==> config.mk <==
export PLATFORM = sky130hd
export DESIGN_NAME = pe_dmem_arbiter
export DESIGN_NICKNAME = d
export VERILOG_FILES = /design/src/rtl/pe_dmem_arbiter_pkg.sv /design/src/rtl/pe_dmem_starve_ctr.sv /design/src/rtl/pe_dmem_arbiter.sv
export SDC_FILE = /design/constraint.sdc
export NUM_CORES = 1
export LEC_CHECK = 0
export CAP_MARGIN = 5
export CORE_AREA = 4 4 90 92
export CTS_BUF_LIST = sky130_fd_sc_hd__clkbuf_8
export DETAILED_ROUTE_END_ITERATION = 8
export DIE_AREA = 0 0 94 96
export PLACE_DENSITY_LB_ADDON = 0.05
export SETUP_SLACK_MARGIN = 0.15
export SLEW_MARGIN = 5
export SYNTH_ARGS = -nofsm -noshare
export SYNTH_HDL_FRONTEND = slang
export SYNTH_SLANG_ARGS = --single-unit
==> constraint.sdc <==
create_clock -name iClk -period 3.7 [get_ports iClk]
set_input_delay 0.74 -clock iClk [delete_from_list [all_inputs] [get_ports iClk]]
set_output_delay 0.74 -clock iClk [all_outputs]
set_load 0.02 [all_outputs]
==> src/rtl/pe_dmem_arbiter_pkg.sv <==
// pe_dmem_arbiter_pkg
//   Shared definitions for the PE data-memory arbiter slice:
//   - arb_state_e : starvation FSM state encoding (1 bit)
//   - DEF_DMEM_ARB_STARVE_LIMIT : default blocked-cycle budget before a stall request
//   - CONFLICT_CNT_W : width of the optional conflict statistics counter
package pe_dmem_arbiter_pkg;

  typedef enum logic {
    ARB_IDLE   = 1'b0,
    ARB_STARVE = 1'b1
  } arb_state_e;

  localparam int unsigned DEF_DMEM_ARB_STARVE_LIMIT = 16;
  localparam int unsigned CONFLICT_CNT_W            = 32;

endpackage

==> src/rtl/pe_dmem_starve_ctr.sv <==
// pe_dmem_starve_ctr
//   Counts consecutive cycles in which a DMA request is blocked by PE traffic
//   and raises a registered stall request to the CP once the budget is spent.
//   Ports:
//     clk_i, rst_i   clock, synchronous active-high reset
//     dma_valid_i    DMA request pending
//     pe_act_i       PE owns the bank this cycle
//     handshake_i    DMA request accepted this cycle
//     stall_req_o    registered array-issue freeze request (1 while starving)
//   STARVE_LIMIT = 0 disables stall requests entirely.
module pe_dmem_starve_ctr
  import pe_dmem_arbiter_pkg::*;
#(
  parameter int unsigned STARVE_LIMIT = DEF_DMEM_ARB_STARVE_LIMIT
) (
  input  logic clk_i,
  input  logic rst_i,
  input  logic dma_valid_i,
  input  logic pe_act_i,
  input  logic handshake_i,
  output logic stall_req_o
);

  localparam int unsigned    CW     = (STARVE_LIMIT < 1) ? 1 : $clog2(STARVE_LIMIT + 1);
  localparam logic [CW-1:0]  LIM    = CW'(STARVE_LIMIT);
  localparam logic [CW-1:0]  LIM_M1 = (STARVE_LIMIT > 0) ? CW'(STARVE_LIMIT - 1) : '0;

  arb_state_e    state_q, state_d;
  logic [CW-1:0] cnt_q, cnt_d;
  logic          blocked;

  assign blocked = dma_valid_i & pe_act_i;

  always_comb begin
    cnt_d   = cnt_q;
    state_d = state_q;

    if (!dma_valid_i || handshake_i) begin
      cnt_d = '0;
    end else if (blocked && (cnt_q != LIM)) begin
      cnt_d = cnt_q + CW'(1);
    end

    case (state_q)
      ARB_IDLE: begin
        // Enter starvation on the blocked cycle that completes the budget.
        if ((STARVE_LIMIT != 0) && blocked && (cnt_q == LIM_M1)) begin
          state_d = ARB_STARVE;
        end
      end
      ARB_STARVE: begin
        if (!dma_valid_i || handshake_i) begin
          state_d = ARB_IDLE;
        end
      end
      default: state_d = ARB_IDLE;
    endcase
  end

  always_ff @(posedge clk_i) begin
    if (rst_i) begin
      state_q <= ARB_IDLE;
      cnt_q   <= '0;
    end else begin
      state_q <= state_d;
      cnt_q   <= cnt_d;
    end
  end

  assign stall_req_o = (state_q == ARB_STARVE);

endmodule

==> src/rtl/pe_dmem_arbiter.sv <==
// pe_dmem_arbiter
//   Shares one PE-local DMEM bank between the PE AGU/LSU port (fixed priority,
//   zero added latency) and a DMA/host port. DMA starvation is escalated to the
//   CP through oStall_Req.
//   Ports:
//     iClk, iReset             clock, synchronous active-high reset
//     iPE_*, oPE_Read_Data     PE request / load data (bank data passed through)
//     iDMA_*, oDMA_*           DMA valid/ready request and read return
//     oDMEM_*, iDMEM_Read_Data SRAM bank interface (1-cycle read latency)
//     oStall_Req               registered freeze request to CP
//   Optional: define PE_DMEM_ARB_STATS_EN to add oConflict_Count, a saturating
//   count of cycles in which DMA was blocked by PE activity.
module pe_dmem_arbiter
  import pe_dmem_arbiter_pkg::*;
#(
  parameter int unsigned DATA_WIDTH   = 32,
  parameter int unsigned ADDR_WIDTH   = 10,
  parameter int unsigned STARVE_LIMIT = DEF_DMEM_ARB_STARVE_LIMIT
) (
  input  logic                    iClk,
  input  logic                    iReset,
  input  logic                    iPE_Write_Enable,
  input  logic                    iPE_Read_Enable,
  input  logic [ADDR_WIDTH-1:0]   iPE_Address,
  input  logic [DATA_WIDTH/8-1:0] iPE_Byte_Select,
  input  logic [DATA_WIDTH-1:0]   iPE_Store_Data,
  output logic [DATA_WIDTH-1:0]   oPE_Read_Data,
  input  logic                    iDMA_Valid,
  input  logic                    iDMA_Write,
  input  logic [ADDR_WIDTH-1:0]   iDMA_Address,
  input  logic [DATA_WIDTH-1:0]   iDMA_Write_Data,
  output logic                    oDMA_Ready,
  output logic                    oDMA_Read_Valid,
  output logic [DATA_WIDTH-1:0]   oDMA_Read_Data,
  output logic                    oDMEM_Write_Enable,
  output logic                    oDMEM_Read_Enable,
  output logic [ADDR_WIDTH-1:0]   oDMEM_Address,
  output logic [DATA_WIDTH/8-1:0] oDMEM_Byte_Select,
  output logic [DATA_WIDTH-1:0]   oDMEM_Write_Data,
  input  logic [DATA_WIDTH-1:0]   iDMEM_Read_Data,
  output logic                    oStall_Req
`ifdef PE_DMEM_ARB_STATS_EN
  ,
  output logic [CONFLICT_CNT_W-1:0] oConflict_Count
`endif
);

  logic pe_act;
  logic handshake;
  logic dma_rd_valid_q, dma_rd_valid_d;

  assign pe_act     = iPE_Write_Enable | iPE_Read_Enable;
  assign oDMA_Ready = ~pe_act & ~iReset;
  assign handshake  = iDMA_Valid & oDMA_Ready;

  always_comb begin
    oDMEM_Write_Enable = 1'b0;
    oDMEM_Read_Enable  = 1'b0;
    oDMEM_Address      = iPE_Address;
    oDMEM_Byte_Select  = iPE_Byte_Select;
    oDMEM_Write_Data   = iPE_Store_Data;
    if (pe_act) begin
      // Simultaneous read+write from the PE resolves to a write.
      oDMEM_Write_Enable = iPE_Write_Enable;
      oDMEM_Read_Enable  = ~iPE_Write_Enable;
    end else if (handshake) begin
      oDMEM_Write_Enable = iDMA_Write;
      oDMEM_Read_Enable  = ~iDMA_Write;
      oDMEM_Address      = iDMA_Address;
      oDMEM_Byte_Select  = '1;
      oDMEM_Write_Data   = iDMA_Write_Data;
    end
  end

  assign dma_rd_valid_d = handshake & ~iDMA_Write;

  always_ff @(posedge iClk) begin
    if (iReset) begin
      dma_rd_valid_q <= 1'b0;
    end else begin
      dma_rd_valid_q <= dma_rd_valid_d;
    end
  end

  assign oDMA_Read_Valid = dma_rd_valid_q;
  assign oDMA_Read_Data  = iDMEM_Read_Data;
  assign oPE_Read_Data   = iDMEM_Read_Data;

  pe_dmem_starve_ctr #(
    .STARVE_LIMIT(STARVE_LIMIT)
  ) u_starve (
    .clk_i       (iClk),
    .rst_i       (iReset),
    .dma_valid_i (iDMA_Valid),
    .pe_act_i    (pe_act),
    .handshake_i (handshake),
    .stall_req_o (oStall_Req)
  );

`ifdef PE_DMEM_ARB_STATS_EN
  logic [CONFLICT_CNT_W-1:0] conflict_q, conflict_d;

  always_comb begin
    conflict_d = conflict_q;
    if (iDMA_Valid && pe_act && !(&conflict_q)) begin
      conflict_d = conflict_q + CONFLICT_CNT_W'(1);
    end
  end

  always_ff @(posedge iClk) begin
    if (iReset) begin
      conflict_q <= '0;
    end else begin
      conflict_q <= conflict_d;
    end
  end

  assign oConflict_Count = conflict_q;
`endif

endmodule

==> run summary <==
Setup crit end kind: output pin
Setup ws final: 0.169 ns
Worst path arrival time: 2.79 ns
Ant diodes: 0
Slack of the worst reg-to-reg path: 2.47 ns
CP Max Fanout: 25
Post-CTS setup buffers: 0
Total gr overflow: 0
Vias in the first global route: 1453
Status: finished clean
Avg Inst Size Synth: 8.92 um2
R2R Path Start: u_starve.cnt_q[0]
Worst Path Required: 2.96 ns
Routed len/inst: 16.5 um
Via density: 3.88
Leakage: 1.06 nW
IO buf count: 144
Largest net degree at the start of global routing: 26
Final Total Pwr: 0.443 mW
Slew at the pin with the worst max-slew slack: 0.554 ns
Synth area leaders: buf_4, mux2_2, dfxtp_1
Max Slew Vio Count: 0
I/O pins: 241
Fmax: 0.283 GHz
Clock Tree Buf Depth: 2
Antenna-violating nets left: 0
Fin. Hold Viols: 0
GPL Wtd Cong: 0.773
RSZ-0062 raised after global routing: yes
Reg-to-reg critical path endpoint: u_starve.cnt_q[1]
Global-route wire length before repair: 7900 um
Area growth syn-to-layout: 84.0%
Crit path kind: input pin to output pin
Share of layout cells above drive strength 1: 0.181
Period minus WS final: 3.53 ns
Clk Latency, worst-skew pair: 0.23 ns
Top cell by count, worst path: clkdlybuf4s50_1
Clock root buffer: clkbuf_8
Instance count on the critical path: 5
Crit path cell chain: clkdlybuf4s50_1 -> nor4b_4 -> buf_8 -> mux2_2 -> clkdlybuf4s50_1
Max_cap viols: 0
Tot GR Track Use: 0.115
CP Buf/Inv Count: 3
Post-synth top area cell: buf_4
CP max stage delay: 0.57 ns
Pwr Density: 174 mW/mm2
Rows: 31
Slew margin rel.: 0.628
Die W: 94 um
Setup TNS: 0 ns
CTS tree: built
Via count: 1305
Drt first pass iters: 3
CTS clk-pin slew, worst paths: 0.04 ns
Area share of the largest cell type after synthesis: 0.358
Synth cell types: 23
Syn Std Cell Area: 0.00138 mm2
Util after Layout: 0.353
Post-Syn Instances: 155
Core Region: 0.00721 mm2
Worst Skew: 0.00359 ns
Total Routed Length: 5540 um
CP top delay family: buffers and inverters
Hold depth: 2
Number of buffers created by CTS: 3
Die area: 0.00902 mm2
HP Class: register to register
Antenna violations before repair: 0
Syn_nets: 284
Drt initial violations: 18
H-tree depth: 1
DPL Wire Length: 4870 um
DRC violation count after routing: 0
Hold wc startpoint: u_starve.stall_req_o
Sequential-to-total area share from yosys stat: 0.101
Hold Crit Endpoint: u_starve.stall_req_o
Setup slack at placement: 0.0701 ns
Final setup vio count: 0
Worst VDD drop: 0.0000834 V
Clock sinks: 7
Final #Nets: 367
Period utilization: 0.954
Synthesis-stage register bit count: 7
Synthesis Warnings: 0
Critical Path Slowest Stage Cell: clkdlybuf4s50_1
Fill cell count: 763
Crit start category: input pin
Die height: 96 um
R2R cell count: 5
Initial Utilization: 0.192
-- metrics by stage --
step           hold slack [ns]  instances  cell area, um2
2_1_floorplan            0.462        155            1380
6_report                 0.462        336            2540
3_5_place_dp             0.462        332            2450
4_1_cts                  0.474        336            2500
3_3_place_gp             0.451        332            2450
5_1_grt                  0.525        336            2540
-- metal layers --
metal | global-route usage | share of wire
met1 | 0.101 | 0.31
met2 | 0.229 | 0.53
met4 | 0.0301 | 0.016
met3 | 0.0586 | 0.14
met5 | 0 | 0
-- cell families after synthesis --
kind of cell	Yosys count	synth area share
AND/OR/NAND/NOR	24	0.109
AO/OA/AOI/OAI	5	0.0199
adder cells (fa/ha/maj)	3	0.0272
buffers and inverters	73	0.394
XOR/XNOR	1	0.00634
multiplexers	42	0.342
flip-flops	7	0.101
-- placed cells by master, fill, tap and decap left out --
| cell type | Yosys | final |
|---|---|---|
| mux2_2 | 31 | 31 |
| a21o_1 | 1 | 1 |
| inv_1 | 4 | 5 |
| nand2_1 | 4 | 4 |
| buf_4 | 66 | 1 |
| nand4bb_1 | 1 | 1 |
| a21oi_1 | 3 | 3 |
| dfxtp_1 | 7 | 7 |
| dlygate4sd2_1 | 0 | 2 |
| xor2_1 | 1 | 1 |
| and3_1 | 1 | 1 |
| nor3_1 | 2 | 2 |
| o21ai_1 | 1 | 1 |
| nor2b_1 | 2 | 1 |
| nor4bb_1 | 1 | 1 |
| nor2b_2 | 0 | 1 |
| nand3b_1 | 1 | 1 |
| nand3_1 | 1 | 1 |
| or2_2 | 4 | 4 |
| nor2_1 | 5 | 5 |
| clkdlybuf4s50_1 | 0 | 127 |
| mux2_1 | 11 | 11 |
| nor4b_4 | 1 | 1 |
| nand2b_1 | 1 | 1 |
| clkbuf_8 | 0 | 3 |
| dlymetal6s2s_1 | 0 | 15 |
| buf_8 | 0 | 1 |
| buf_12 | 0 | 1 |
| ha_1 | 3 | 3 |
-- flip-flops by register name (all words and copies together) (netlist names) --
name                  cells
oDMA_Read_Valid           1
u_starve.cnt_q            5
u_starve.stall_req_o      1
-- how the worst max path moves through the flow --
stage                     start                    to  slack, ns
6_report       iPE_Write_Enable  oDMEM_Write_Data[17]       0.17
3_5_place_dp   iPE_Write_Enable  oDMEM_Write_Data[21]       0.07
5_1_grt        iPE_Write_Enable  oDMEM_Write_Data[21]       0.12
2_1_floorplan            iReset      oDMEM_Address[0]       1.19
3_3_place_gp             iReset  oDMEM_Write_Data[21]       0.09
4_1_cts        iPE_Write_Enable      oDMEM_Address[9]       0.12
-- synth_stat cells, drive strengths merged --
cell type	count
nand4bb	1
ha	3
a21oi	3
nor4bb	1
mux2	42
nor4b	1
nand3b	1
buf	69
or2	4
nor3	2
nor2b	2
o21ai	1
and3	1
inv	4
dfxtp	7
nand2	4
nand2b	1
nand3	1
nor2	5
xor2	1
a21o	1
-- repair_timing --
item                                    4_1_cts  5_1_grt
hold endpoints to repair                      0        0
endpoints found under the setup margin       27       41
hold buffers                                  0        0
gates resized for setup                       3       17
-- final cells by class --
class / count / area, um2 / share of cell area
inverters: 4 / 15.0 / 0.00590
flip-flops and latches: 7 / 140 / 0.0551
clock inverters: 1 / 3.75 / 0.00148
repair buffers: 147 / 1520 / 0.597
clock buffers: 3 / 41.3 / 0.0162
well taps: 99 / 124 / 0.0487
multi-input cells: 75 / 701 / 0.275
-- worst register-to-register path, cell delays in order, from the launching register on --
cell,delay (ns)
dfxtp_1,0.33
inv_1,0.08
ha_1,0.16
nor4bb_1,0.36
nand2_1,0.10
a21oi_1,0.12
-- power breakdown --
group	leakage, nW	internal, mW	switching [mW]
sequential	0.0566	0.0769	0.000953
clock	0.0269	0.0718	0.0343
combinational	0.980	0.168	0.0918
total	1.06	0.316	0.127
Note: power is estimated with default switching activity, not from simulation.
